===== config.mk =====
export PLATFORM = sky130hd
export DESIGN_NAME = lap_stopwatch
export DESIGN_NICKNAME = d
export VERILOG_FILES = /design/src/rtl/lap_stopwatch.sv
export SDC_FILE = /design/constraint.sdc
export NUM_CORES = 1
export LEC_CHECK = 0
export ABC_CLOCK_PERIOD_IN_PS = 10800
export CORE_UTILIZATION = 40
export DETAILED_ROUTE_END_ITERATION = 16
export PLACE_DENSITY_LB_ADDON = 0.25
export SYNTH_ARGS = -nofsm -noshare
export SYNTH_HDL_FRONTEND = slang
export SYNTH_SLANG_ARGS = --single-unit

===== constraint.sdc =====
create_clock -name clock -period 10.8 [get_ports clock]
set_input_delay 2.7 -clock clock [delete_from_list [all_inputs] [get_ports clock]]
set_output_delay 2.7 -clock clock [all_outputs]
set_load 0.005 [all_outputs]

===== src/rtl/lap_stopwatch.sv =====
// lap_stopwatch: BCD lap-timing stopwatch core.
// It keeps a running total and a per-lap time, stores up to LAPS lap
// durations, and tracks the shortest lap. All outputs come from registers.
// The display word is computed from next-state values and registered, so it
// changes on the same edge as its source.

module lap_stopwatch #(
    parameter int DIGITS   = 4,
    parameter int LAPS     = 8,
    parameter int TICK_DIV = 500000
) (
    input  logic                         clock,
    input  logic                         reset,
    input  logic                         start,
    input  logic                         stop,
    input  logic                         lap,
    input  logic                         recall,
    input  logic                         clear,
    output logic [4*DIGITS-1:0]          show,
    output logic [1:0]                   state,
    output logic [$clog2(LAPS+1)-1:0]    lap_count,
    output logic [$clog2(LAPS+1)-1:0]    view_idx,
    output logic                         best_valid,
    output logic                         lap_full,
    output logic                         overflow
);

    localparam int W     = 4 * DIGITS;
    localparam int CW    = $clog2(LAPS + 1);
    localparam int PW    = $clog2(TICK_DIV);
    // Buffer index width; the buffer is rounded up to a power of two so that
    // an IW-bit index can never select outside it.
    localparam int IW    = (LAPS > 1) ? $clog2(LAPS) : 1;
    localparam int DEPTH = 1 << IW;

    localparam logic [CW-1:0] LAPS_C  = CW'(LAPS);
    localparam logic [CW-1:0] CNT_ONE = CW'(1);
    localparam logic [CW-1:0] CNT_ZRO = {CW{1'b0}};
    localparam logic [PW-1:0] PRE_MAX = PW'(TICK_DIV - 1);
    localparam logic [PW-1:0] PRE_ONE = PW'(1);
    localparam logic [PW-1:0] PRE_ZRO = {PW{1'b0}};
    localparam logic [W-1:0]  BCD_ZRO = {W{1'b0}};

    typedef enum logic [1:0] {
        ST_IDLE    = 2'd0,
        ST_RUNNING = 2'd1,
        ST_STOPPED = 2'd2,
        ST_RECALL  = 2'd3
    } state_t;

    typedef enum logic [2:0] {
        CMD_NONE   = 3'd0,
        CMD_CLEAR  = 3'd1,
        CMD_STOP   = 3'd2,
        CMD_START  = 3'd3,
        CMD_LAP    = 3'd4,
        CMD_RECALL = 3'd5
    } cmd_t;

    // True when every BCD digit of v is 9 (the saturation value).
    function automatic logic bcd_all9(input logic [W-1:0] v);
        logic all;
        all = 1'b1;
        for (int k = 0; k < DIGITS; k++) begin
            all = all & (v[4*k +: 4] == 4'd9);
        end
        return all;
    endfunction

    // Saturating BCD increment with per-digit 9->0 carry.
    function automatic logic [W-1:0] bcd_inc(input logic [W-1:0] v);
        logic [W-1:0] r;
        logic         carry;
        r     = v;
        carry = 1'b1;
        if (bcd_all9(v)) begin
            r = v;
        end else begin
            for (int k = 0; k < DIGITS; k++) begin
                if (carry) begin
                    if (v[4*k +: 4] == 4'd9) begin
                        r[4*k +: 4] = 4'd0;
                        carry       = 1'b1;
                    end else begin
                        r[4*k +: 4] = v[4*k +: 4] + 4'd1;
                        carry       = 1'b0;
                    end
                end else begin
                    r[4*k +: 4] = v[4*k +: 4];
                end
            end
        end
        return r;
    endfunction

    // Registers
    state_t          state_r;
    logic [PW-1:0]   presc_r;
    logic [W-1:0]    total_r;
    logic [W-1:0]    lapt_r;
    logic [W-1:0]    best_r;
    logic            best_valid_r;
    logic [CW-1:0]   lap_count_r;
    logic [CW-1:0]   view_r;
    logic            overflow_r;
    logic            lap_full_r;
    logic [W-1:0]    show_r;
    logic [W-1:0]    buf_r [DEPTH];

    // Next-state signals
    state_t          state_nxt_s;
    logic [PW-1:0]   presc_nxt_s;
    logic [W-1:0]    total_nxt_s;
    logic [W-1:0]    lapt_nxt_s;
    logic [W-1:0]    best_nxt_s;
    logic            best_valid_nxt_s;
    logic [CW-1:0]   lap_count_nxt_s;
    logic [CW-1:0]   view_nxt_s;
    logic            overflow_nxt_s;
    logic            lap_full_nxt_s;
    logic [W-1:0]    show_nxt_s;
    logic            lap_we_s;
    logic            tick_s;
    cmd_t            cmd_s;

    // Pick the single highest-priority command pulse; the rest are dropped.
    always_comb begin
        cmd_s = CMD_NONE;
        if (clear) begin
            cmd_s = CMD_CLEAR;
        end else if (stop) begin
            cmd_s = CMD_STOP;
        end else if (start) begin
            cmd_s = CMD_START;
        end else if (lap) begin
            cmd_s = CMD_LAP;
        end else if (recall) begin
            cmd_s = CMD_RECALL;
        end else begin
            cmd_s = CMD_NONE;
        end
    end

    // Next-state, counting and display-mux logic.
    always_comb begin
        state_nxt_s      = state_r;
        presc_nxt_s      = presc_r;
        total_nxt_s      = total_r;
        lapt_nxt_s       = lapt_r;
        best_nxt_s       = best_r;
        best_valid_nxt_s = best_valid_r;
        lap_count_nxt_s  = lap_count_r;
        view_nxt_s       = view_r;
        overflow_nxt_s   = overflow_r;
        lap_we_s         = 1'b0;
        tick_s           = (state_r == ST_RUNNING) && (presc_r == PRE_MAX);

        // Time base runs only while RUNNING; it is frozen elsewhere so that a
        // resumed run keeps its sub-tick fraction.
        if (state_r == ST_RUNNING) begin
            presc_nxt_s = tick_s ? PRE_ZRO : (presc_r + PRE_ONE);
            if (tick_s) begin
                total_nxt_s = bcd_inc(total_r);
                lapt_nxt_s  = bcd_inc(lapt_r);
                if (bcd_all9(total_r)) begin
                    overflow_nxt_s = 1'b1;
                end else begin
                    overflow_nxt_s = overflow_r;
                end
            end else begin
                total_nxt_s = total_r;
            end
        end else begin
            presc_nxt_s = presc_r;
        end

        case (state_r)
            ST_IDLE: begin
                case (cmd_s)
                    CMD_START: state_nxt_s = ST_RUNNING;
                    CMD_CLEAR: begin
                        total_nxt_s      = BCD_ZRO;
                        lapt_nxt_s       = BCD_ZRO;
                        presc_nxt_s      = PRE_ZRO;
                        overflow_nxt_s   = 1'b0;
                        lap_count_nxt_s  = CNT_ZRO;
                        best_valid_nxt_s = 1'b0;
                        best_nxt_s       = BCD_ZRO;
                    end
                    default: state_nxt_s = state_r;
                endcase
            end
            ST_RUNNING: begin
                case (cmd_s)
                    CMD_STOP: state_nxt_s = ST_STOPPED;
                    CMD_LAP: begin
                        // A full buffer ignores the lap and lapt keeps counting.
                        if (lap_count_r != LAPS_C) begin
                            lap_we_s        = 1'b1;
                            lap_count_nxt_s = lap_count_r + CNT_ONE;
                            if (!best_valid_r || (lapt_r < best_r)) begin
                                best_nxt_s       = lapt_r;
                                best_valid_nxt_s = 1'b1;
                            end else begin
                                best_nxt_s       = best_r;
                            end
                            // Zeroed even when a tick lands on this edge.
                            lapt_nxt_s = BCD_ZRO;
                        end else begin
                            lap_we_s = 1'b0;
                        end
                    end
                    default: state_nxt_s = state_r;
                endcase
            end
            ST_STOPPED: begin
                case (cmd_s)
                    CMD_START: state_nxt_s = ST_RUNNING;
                    CMD_CLEAR: begin
                        state_nxt_s    = ST_IDLE;
                        total_nxt_s    = BCD_ZRO;
                        lapt_nxt_s     = BCD_ZRO;
                        presc_nxt_s    = PRE_ZRO;
                        overflow_nxt_s = 1'b0;
                    end
                    CMD_RECALL: begin
                        if (lap_count_r != CNT_ZRO) begin
                            state_nxt_s = ST_RECALL;
                            view_nxt_s  = CNT_ZRO;
                        end else begin
                            state_nxt_s = state_r;
                        end
                    end
                    default: state_nxt_s = state_r;
                endcase
            end
            ST_RECALL: begin
                case (cmd_s)
                    CMD_STOP: begin
                        state_nxt_s = ST_STOPPED;
                        view_nxt_s  = CNT_ZRO;
                    end
                    CMD_START: begin
                        state_nxt_s = ST_RUNNING;
                        view_nxt_s  = CNT_ZRO;
                    end
                    CMD_CLEAR: begin
                        state_nxt_s    = ST_IDLE;
                        view_nxt_s     = CNT_ZRO;
                        total_nxt_s    = BCD_ZRO;
                        lapt_nxt_s     = BCD_ZRO;
                        presc_nxt_s    = PRE_ZRO;
                        overflow_nxt_s = 1'b0;
                    end
                    CMD_RECALL: begin
                        // Walk the stored laps, then the best entry, then leave.
                        if (view_r == LAPS_C) begin
                            state_nxt_s = ST_STOPPED;
                            view_nxt_s  = CNT_ZRO;
                        end else if (view_r == (lap_count_r - CNT_ONE)) begin
                            view_nxt_s  = LAPS_C;
                        end else begin
                            view_nxt_s  = view_r + CNT_ONE;
                        end
                    end
                    default: state_nxt_s = state_r;
                endcase
            end
            default: state_nxt_s = ST_IDLE;
        endcase

        lap_full_nxt_s = (lap_count_nxt_s == LAPS_C);

        if (state_nxt_s == ST_RECALL) begin
            if (view_nxt_s == LAPS_C) begin
                show_nxt_s = best_nxt_s;
            end else begin
                show_nxt_s = buf_r[view_nxt_s[IW-1:0]];
            end
        end else begin
            show_nxt_s = total_nxt_s;
        end
    end

    // State and datapath registers with synchronous reset.
    always_ff @(posedge clock) begin
        if (reset) begin
            state_r      <= ST_IDLE;
            presc_r      <= PRE_ZRO;
            total_r      <= BCD_ZRO;
            lapt_r       <= BCD_ZRO;
            best_r       <= BCD_ZRO;
            best_valid_r <= 1'b0;
            lap_count_r  <= CNT_ZRO;
            view_r       <= CNT_ZRO;
            overflow_r   <= 1'b0;
            lap_full_r   <= 1'b0;
            show_r       <= BCD_ZRO;
            for (int i = 0; i < DEPTH; i++) begin
                buf_r[i] <= BCD_ZRO;
            end
        end else begin
            state_r      <= state_nxt_s;
            presc_r      <= presc_nxt_s;
            total_r      <= total_nxt_s;
            lapt_r       <= lapt_nxt_s;
            best_r       <= best_nxt_s;
            best_valid_r <= best_valid_nxt_s;
            lap_count_r  <= lap_count_nxt_s;
            view_r       <= view_nxt_s;
            overflow_r   <= overflow_nxt_s;
            lap_full_r   <= lap_full_nxt_s;
            show_r       <= show_nxt_s;
            if (lap_we_s) begin
                buf_r[lap_count_r[IW-1:0]] <= lapt_r;
            end else begin
                buf_r[lap_count_r[IW-1:0]] <= buf_r[lap_count_r[IW-1:0]];
            end
        end
    end

    assign show       = show_r;
    assign state      = state_r;
    assign lap_count  = lap_count_r;
    assign view_idx   = view_r;
    assign best_valid = best_valid_r;
    assign lap_full   = lap_full_r;
    assign overflow   = overflow_r;

endmodule


==> metrics.csv <==
metric;value;unit
end_kind;register;
place_hpwl;19.3;mm
ctsResizeCount;0;
ys_warn_count;0;
place_ws;3.83;ns
clockPowerShare;44.8;%
synthXorXnorAreaFrac;2.75;%
vdd_ir_drop_max;102;uV
worstMarginPinSlew;1.12;ns
final_cell_mix;128 x edfxtp_1, 114 x and2_1, 96 x dfxtp_1;
grt_max_degree;46;
hold_violations;0;
wirelength;29.5;mm
syn_nets;1102;
m1WireLength;14.1;mm
crit_path_cell_trace;clkdlybuf4s50_1, nor3_2, nand3_1, a2111oi_2, a21o_1, o31ai_4, or2_1, a21oi_2, a211oi_2;
boundaryPins;36;
drt_iter0_drc;778;
async_flop_share;0;%
holdBufCountCts;0;
grt_overflow_total;0;
start_kind;input pin;
finalSetupViolCount;0;
status;completed;
drcViolationCount;0;
synth_area;11000;um^2
area_growth;12.6;%
portBuffers;35;
ys_ff_latch;224;
synth-main-ff-cell;edfxtp_1;
cts_made_buffers;25;
cts_setup_buffers;0;
synthSimpleGateAreaFrac;22.6;%
drv_slew;0;
gp_congestion;0.864;
start_util;40.8;%
worst_path_largest_cell_delay;0.87;ns
worst_slack;4.48;ns
grt_pass1_wl;45.6;mm
synth_top_family_by_area;simple AND/OR/NAND/NOR gates;
swShare;21.6;%
fillers;2570;
power_density;142;nW/um^2
fmax;158;MHz
postSynthCellCount;1074;
die-area;28200;um^2
period_share;58.5;%
synth_edf_count;128;
gr-usage-all-layers;21.1;%
setup_tns;0;ns
min_path_type;register to register;
h-tree-depth;1;
row_count;60;
clock-sinks;224;
synthMuxAreaShare;5.45;%
setup.worst_path.class;input pin to register;
vias;8106;
fp.coreArea;27000;um^2
rsz0062_at_grt;false;
antenna_cells;0;
skew;0.00931;ns
worstPathArrival;6.70;ns
p_seq_share;52.3;%
wl_met3;1.75;mm
via_per_inst;5.60;
grt_pass1_vias;7650;
layout-drive-gt1-share;7.96;%
antenna_left;0;
antenna_found_initial;0;
cts.clk_slew.worst_paths;0.06;ns
critPathMaxFanout;28;
tritoncts;built;
layout_commonest_cell;edfxtp_1;
slowest_stage;a21o_1;
wl_met2;12.9;mm
max-clock-path-buffers;3;
fin_area;12400;um^2
pwr-share-comb;2.9;%
die_x;168;um
seq_area_frac_synth;52.3;%
min_period;6.32;ns
dpl-instance-area;11700;um^2
rrSetupSlack;6.46;ns
switching_power;0.000382;W
syn_area_per_cell;10.3;um^2
worstSkewPairLatency;0.52;ns
first_pass_iters;5;
p_int;0.00138;W
crit_required;11.18;ns
maxSlewHeadroom;24.9;%
routed.top_layer;met4;
routedWlPerCell;20.4;um
ys_types;68;
die_y;168;um
fin_util;45.9;%
power;0.00177;W
fin_nets;1115;
p_leak;4.58;nW
synth_compound_area_share;10.7;%
root_buffer;clkbuf_16;
yosys.area_share.adder;2.38;%
timing.max_cap.violations;0;
sequential cells by signal, summed over array words and instances, names as in the netlist:
| register | count |
|---|---|
| overflow | 1 |
| lap_count | 4 |
| state | 2 |
| lapt_r | 16 |
| presc_r | 19 |
| lap_full | 1 |
| buf_r | 128 |
| best_valid | 1 |
| total_r | 16 |
| view_idx | 4 |
| show | 16 |
| best_r | 16 |
metrics by stage:
stage               hold WS, ns  cells
detailed placement        0.495   1401
CTS                       0.507   1447
floorplan                 0.460   1074
global route              0.546   1447
global placement          0.485   1401
finish                    0.487   1447
cell families (layout without fill, tap and decap cells):
kind of cell / Yosys count / after routing
and+or+nand+nor: 468 / 468
DFF: 224 / 224
AOI/OAI and AO/OA: 169 / 169
buffers and inverters: 100 / 132
muxes: 60 / 60
xor gates and xnor gates: 32 / 32
adders and majority gates: 21 / 21
power by group through the flow:
stage          Combinational, W  Clock [W]  Sequential [W]
2_1_floorplan         0.0000313          0        0.000940
3_3_place_gp          0.0000505          0        0.000942
3_5_place_dp          0.0000512          0        0.000942
4_1_cts               0.0000514   0.000802        0.000924
5_1_grt               0.0000558   0.000835        0.000925
6_report              0.0000515   0.000790        0.000924
critical path, delay by kind of cell:
family	cells	cell delay [ns]
AOI/OAI and AO/OA	5	2.08
buffers and inverters	1	0.61
and+or+nand+nor	3	1.31
cell usage after synthesis (5+ instances only):
library cell | n | share of area, %
buf_2 | 13 | 0.59
nand2b_1 | 12 | 0.68
xor2_1 | 16 | 1.3
nor2_1 | 83 | 2.8
nor2b_1 | 15 | 0.85
nand3_1 | 48 | 2.2
or2_2 | 5 | 0.28
or3_1 | 6 | 0.34
nor4bb_1 | 7 | 0.64
nor3b_1 | 10 | 0.68
nand4_1 | 10 | 0.57
and3_1 | 8 | 0.45
mux2i_1 | 60 | 5.4
a21oi_1 | 44 | 2.0
nand2_1 | 92 | 3.1
xnor2_1 | 14 | 1.1
edfxtp_1 | 128 | 35
a221oi_1 | 8 | 0.64
o21ai_0 | 30 | 1.4
inv_1 | 31 | 1.1
ha_1 | 21 | 2.4
o31ai_1 | 5 | 0.34
dfxtp_1 | 96 | 17
and2_1 | 114 | 6.5
nor3_1 | 25 | 1.1
o22ai_1 | 12 | 0.68
o21ai_1 | 5 | 0.23
nor4_1 | 12 | 0.68
a21oi_2 | 10 | 0.79
a22oi_1 | 17 | 1.2
clkbuf_1 | 49 | 1.7
a211oi_2 | 10 | 1.1
and4_1 | 5 | 0.40
cell type report:
type	count	area, um^2	area share (%)
inverters	32	120	0.968
flip-flops and latches	224	5770	46.4
clock buffers	41	717	5.78
multi-input cells	750	4870	39.2
well taps	341	427	3.44
repair buffers	54	488	3.93
clock inverters	5	27.5	0.222
routing by layer:
layer,vias to the layer above,GRT usage [%]
li1,3864,-
met1,3943,30.9
met2,253,32.5
met3,46,2.40
met4,0,6.66
met5,-,0
final timing paths:
path,startpoint,to,depth (start not counted)
worst max-delay path,clear,show[10],9
worst min-delay path,overflow,overflow,2
worst max register to register,lap_count[1],show[10],10
worst min register to register,overflow,overflow,2
(Power assumes the default switching activity.)
==> patch, RTL diff (same flow settings) <==
`TICK_DIV`: 500000 -> 125000.
--- a/src/rtl/lap_stopwatch.sv
+++ b/src/rtl/lap_stopwatch.sv
@@ -7,7 +7,7 @@
 module lap_stopwatch #(
     parameter int DIGITS   = 4,
     parameter int LAPS     = 8,
-    parameter int TICK_DIV = 500000
+    parameter int TICK_DIV = 125000
 ) (
     input  logic                         clock,
     input  logic                         reset,
Behaviour: no difference found for any inputs over 4 cycles, from zero or initial values and one cycle with reset high; that may be too few to reach the edited logic, so the function may still have changed.
==> patch against the unedited design <==
- cell count shrank 2.1%
- clock skew up 0.0038 ns
- sequential cell count decreased by 2
- final area about the same
- critical path type unchanged
- synthesized cell count down 3.0%
- via count down 0.99%
- worst setup slack got worse by 0.082 ns
- power is 1.8% higher
- count of clock-buffer cells in the layout decreased by 6
- wire length up 1.0%
- highest routed layer unchanged
- synthesized area down 0.37%
- die area decreased by 0.37%
==> patch: results (changes against the unedited design) <==
Parameter                              Value

Finish
  Registers with the highest flip-flop counts    buf_r (128), presc_r (17) (was buf_r (128), presc_r (19))
  Fraction of final layout cells with drive strength greater than 1    0.09302 (was 0.07957)
  Fillcell total    2490 (was 2570)

Timing
  Transition at the pin with the smallest max-transition slack    0.9660 ns (was 1.120 ns)

Pwr
  Static Leak    0.004260 µW (was 0.004578 µW)
  Worst VDD drop    0.00009292 V (was 0.0001022 V)
  Switching Share    0.2135 (was 0.2164)

Global routing
  Pin count of the biggest net entering global routing    56 (was 46)
  Wire length of the first global-routing pass    46.37 mm (was 45.58 mm)
  Tot GR Track Use    0.2159 (was 0.2109)

Routing
  Via-per-instance ratio    5.668 (was 5.602)
  First-pass detailed-route iteration total    6 (was 5)
  Final wirelength    29.82 mm (was 29.53 mm)
  DR iter-0 viols    679 (was 778)

Place
  Global placer's final weighted congestion    0.8697 (was 0.8642)
  Dpl cell area    11610 µm² (was 11660 µm²)
  Detailed-placement wirelength estimate    20.46 mm (was 19.30 mm)

Run status
  Outcome    finished clean (unchanged)

Yosys
  Synth Area in Compound Gates    0.09981 (was 0.1067)
  Adder-cell share of the synthesized area    0.02393 (was 0.02384)
  Top post-synthesis cells by count    128 x sky130_fd_sc_hd__edfxtp_1, 100 x sky130_fd_sc_hd__nor2_1, 99 x sky130_fd_sc_hd__and2_1 (was 128 x sky130_fd_sc_hd__edfxtp_1, 114 x sky130_fd_sc_hd__and2_1, 96 x sky130_fd_sc_hd__dfxtp_1)
  Share of synthesized area spent on multiplexers    0.06665 (was 0.05448)
  Post-synth EDFFs    128 (unchanged)
  Synth Net Count    1070 (was 1102)
  Count of unique library cells instantiated by Yosys    75 (was 68)
  Top cells by area, synth    sky130_fd_sc_hd__edfxtp_1 35%, sky130_fd_sc_hd__dfxtp_1 17%, sky130_fd_sc_hd__and2_1 5.6% (was sky130_fd_sc_hd__edfxtp_1 35%, sky130_fd_sc_hd__dfxtp_1 17%, sky130_fd_sc_hd__and2_1 6.5%)
  Share of the synthesized netlist area taken by xor and xnor gates    0.02689 (was 0.02747)
  Sequential area share after synthesis    0.5214 (was 0.5230)

Setup path
  Required time of the critical path    10.99 ns (was 11.18 ns)
  Worst-path maximum fanout    16 (was 28)

Clock network
  CTS clock-pin slew for the worst setup and hold paths    0.06 ns (about the same)
[patch: final cells by class]
class / instances / area [µm²] / share of cell area
clock buffer: 35 / 723.2 / 0.05828
tap: 341 / 426.7 / 0.03438
inverter: 32 / 120.1 / 0.009679
sequential: 222 / 5725 / 0.4614
clock inverter: 11 / 80.08 / 0.006453
multi-input combinational: 725 / 4876 / 0.3929
timing repair buffer: 50 / 457.9 / 0.03690
[patch: kinds of logic (layout without fill, tap and decap cells)]
logic type / count (synthesis) / in the layout
and+or+nand+nor: 450 / 450
buffers and inverters: 95 / 128
AOI/OAI and AO/OA: 160 / 160
muxes: 62 / 62
DFF: 222 / 222
xor gates and xnor gates: 32 / 32
adders and majority gates: 21 / 21
[patch: through the flow]
step                instances  power [µW]  hold WS, ns  utilization  setup WS, ns
floorplan                1042       962.5       0.4580            -         5.746
global placement         1370       981.5       0.4755       0.4306         4.130
detailed placement       1370       981.8       0.4779       0.4306         3.923
CTS                      1416        1808       0.4913       0.4604         4.479
global route             1416        1843       0.5165       0.4604         4.030
finish                   1416        1797       0.4749       0.4604         4.395
[patch: path summary, 6_finish.rpt]
| path | startpoint | endpoint | slack, ns | cells past startpoint |
|---|---|---|---|---|
| setup / recovery | clear | buf_r[1][11]$_SDFFCE_PN0P_ | 4.39 | 8 |
| hold / removal | overflow$_SDFF_PP0_ | overflow$_SDFF_PP0_ | 0.47 | 2 |
| setup reg to reg | lap_count[0]$_SDFF_PP0_ | show[12]$_SDFF_PP0_ | 6.66 | 10 |
| hold reg to reg | overflow$_SDFF_PP0_ | overflow$_SDFF_PP0_ | 0.47 | 2 |
[patch: critical path: stages]
cell                              delay (ns)
sky130_fd_sc_hd__clkdlybuf4s50_1        0.67
sky130_fd_sc_hd__nor3_1                 0.58
sky130_fd_sc_hd__and3_1                 0.38
sky130_fd_sc_hd__nand2_1                0.36
sky130_fd_sc_hd__nor2_1                 0.29
sky130_fd_sc_hd__nand2_1                0.37
sky130_fd_sc_hd__nor3_1                 0.75
sky130_fd_sc_hd__or2_2                  0.48
[patch: power groups by stage]
stage	combinational, µW	clock, µW	sequential (µW)
after floorplan	28.7	0	934
after global placement	43.9	0	938
after detailed placement	44.1	0	938
after CTS	44.3	844	920
after global routing	47.9	874	921
final	44.0	833	920
[patch: per-layer routing]
layer | track usage | share of wire | vias to the layer above
li1 | - | - | 3813
met1 | 0.3013 | 0.45 | 3881
met2 | 0.3447 | 0.46 | 282
met5 | 0 | 0 | -
met3 | 0.02505 | 0.063 | 50
met4 | 0.07938 | 0.031 | 0
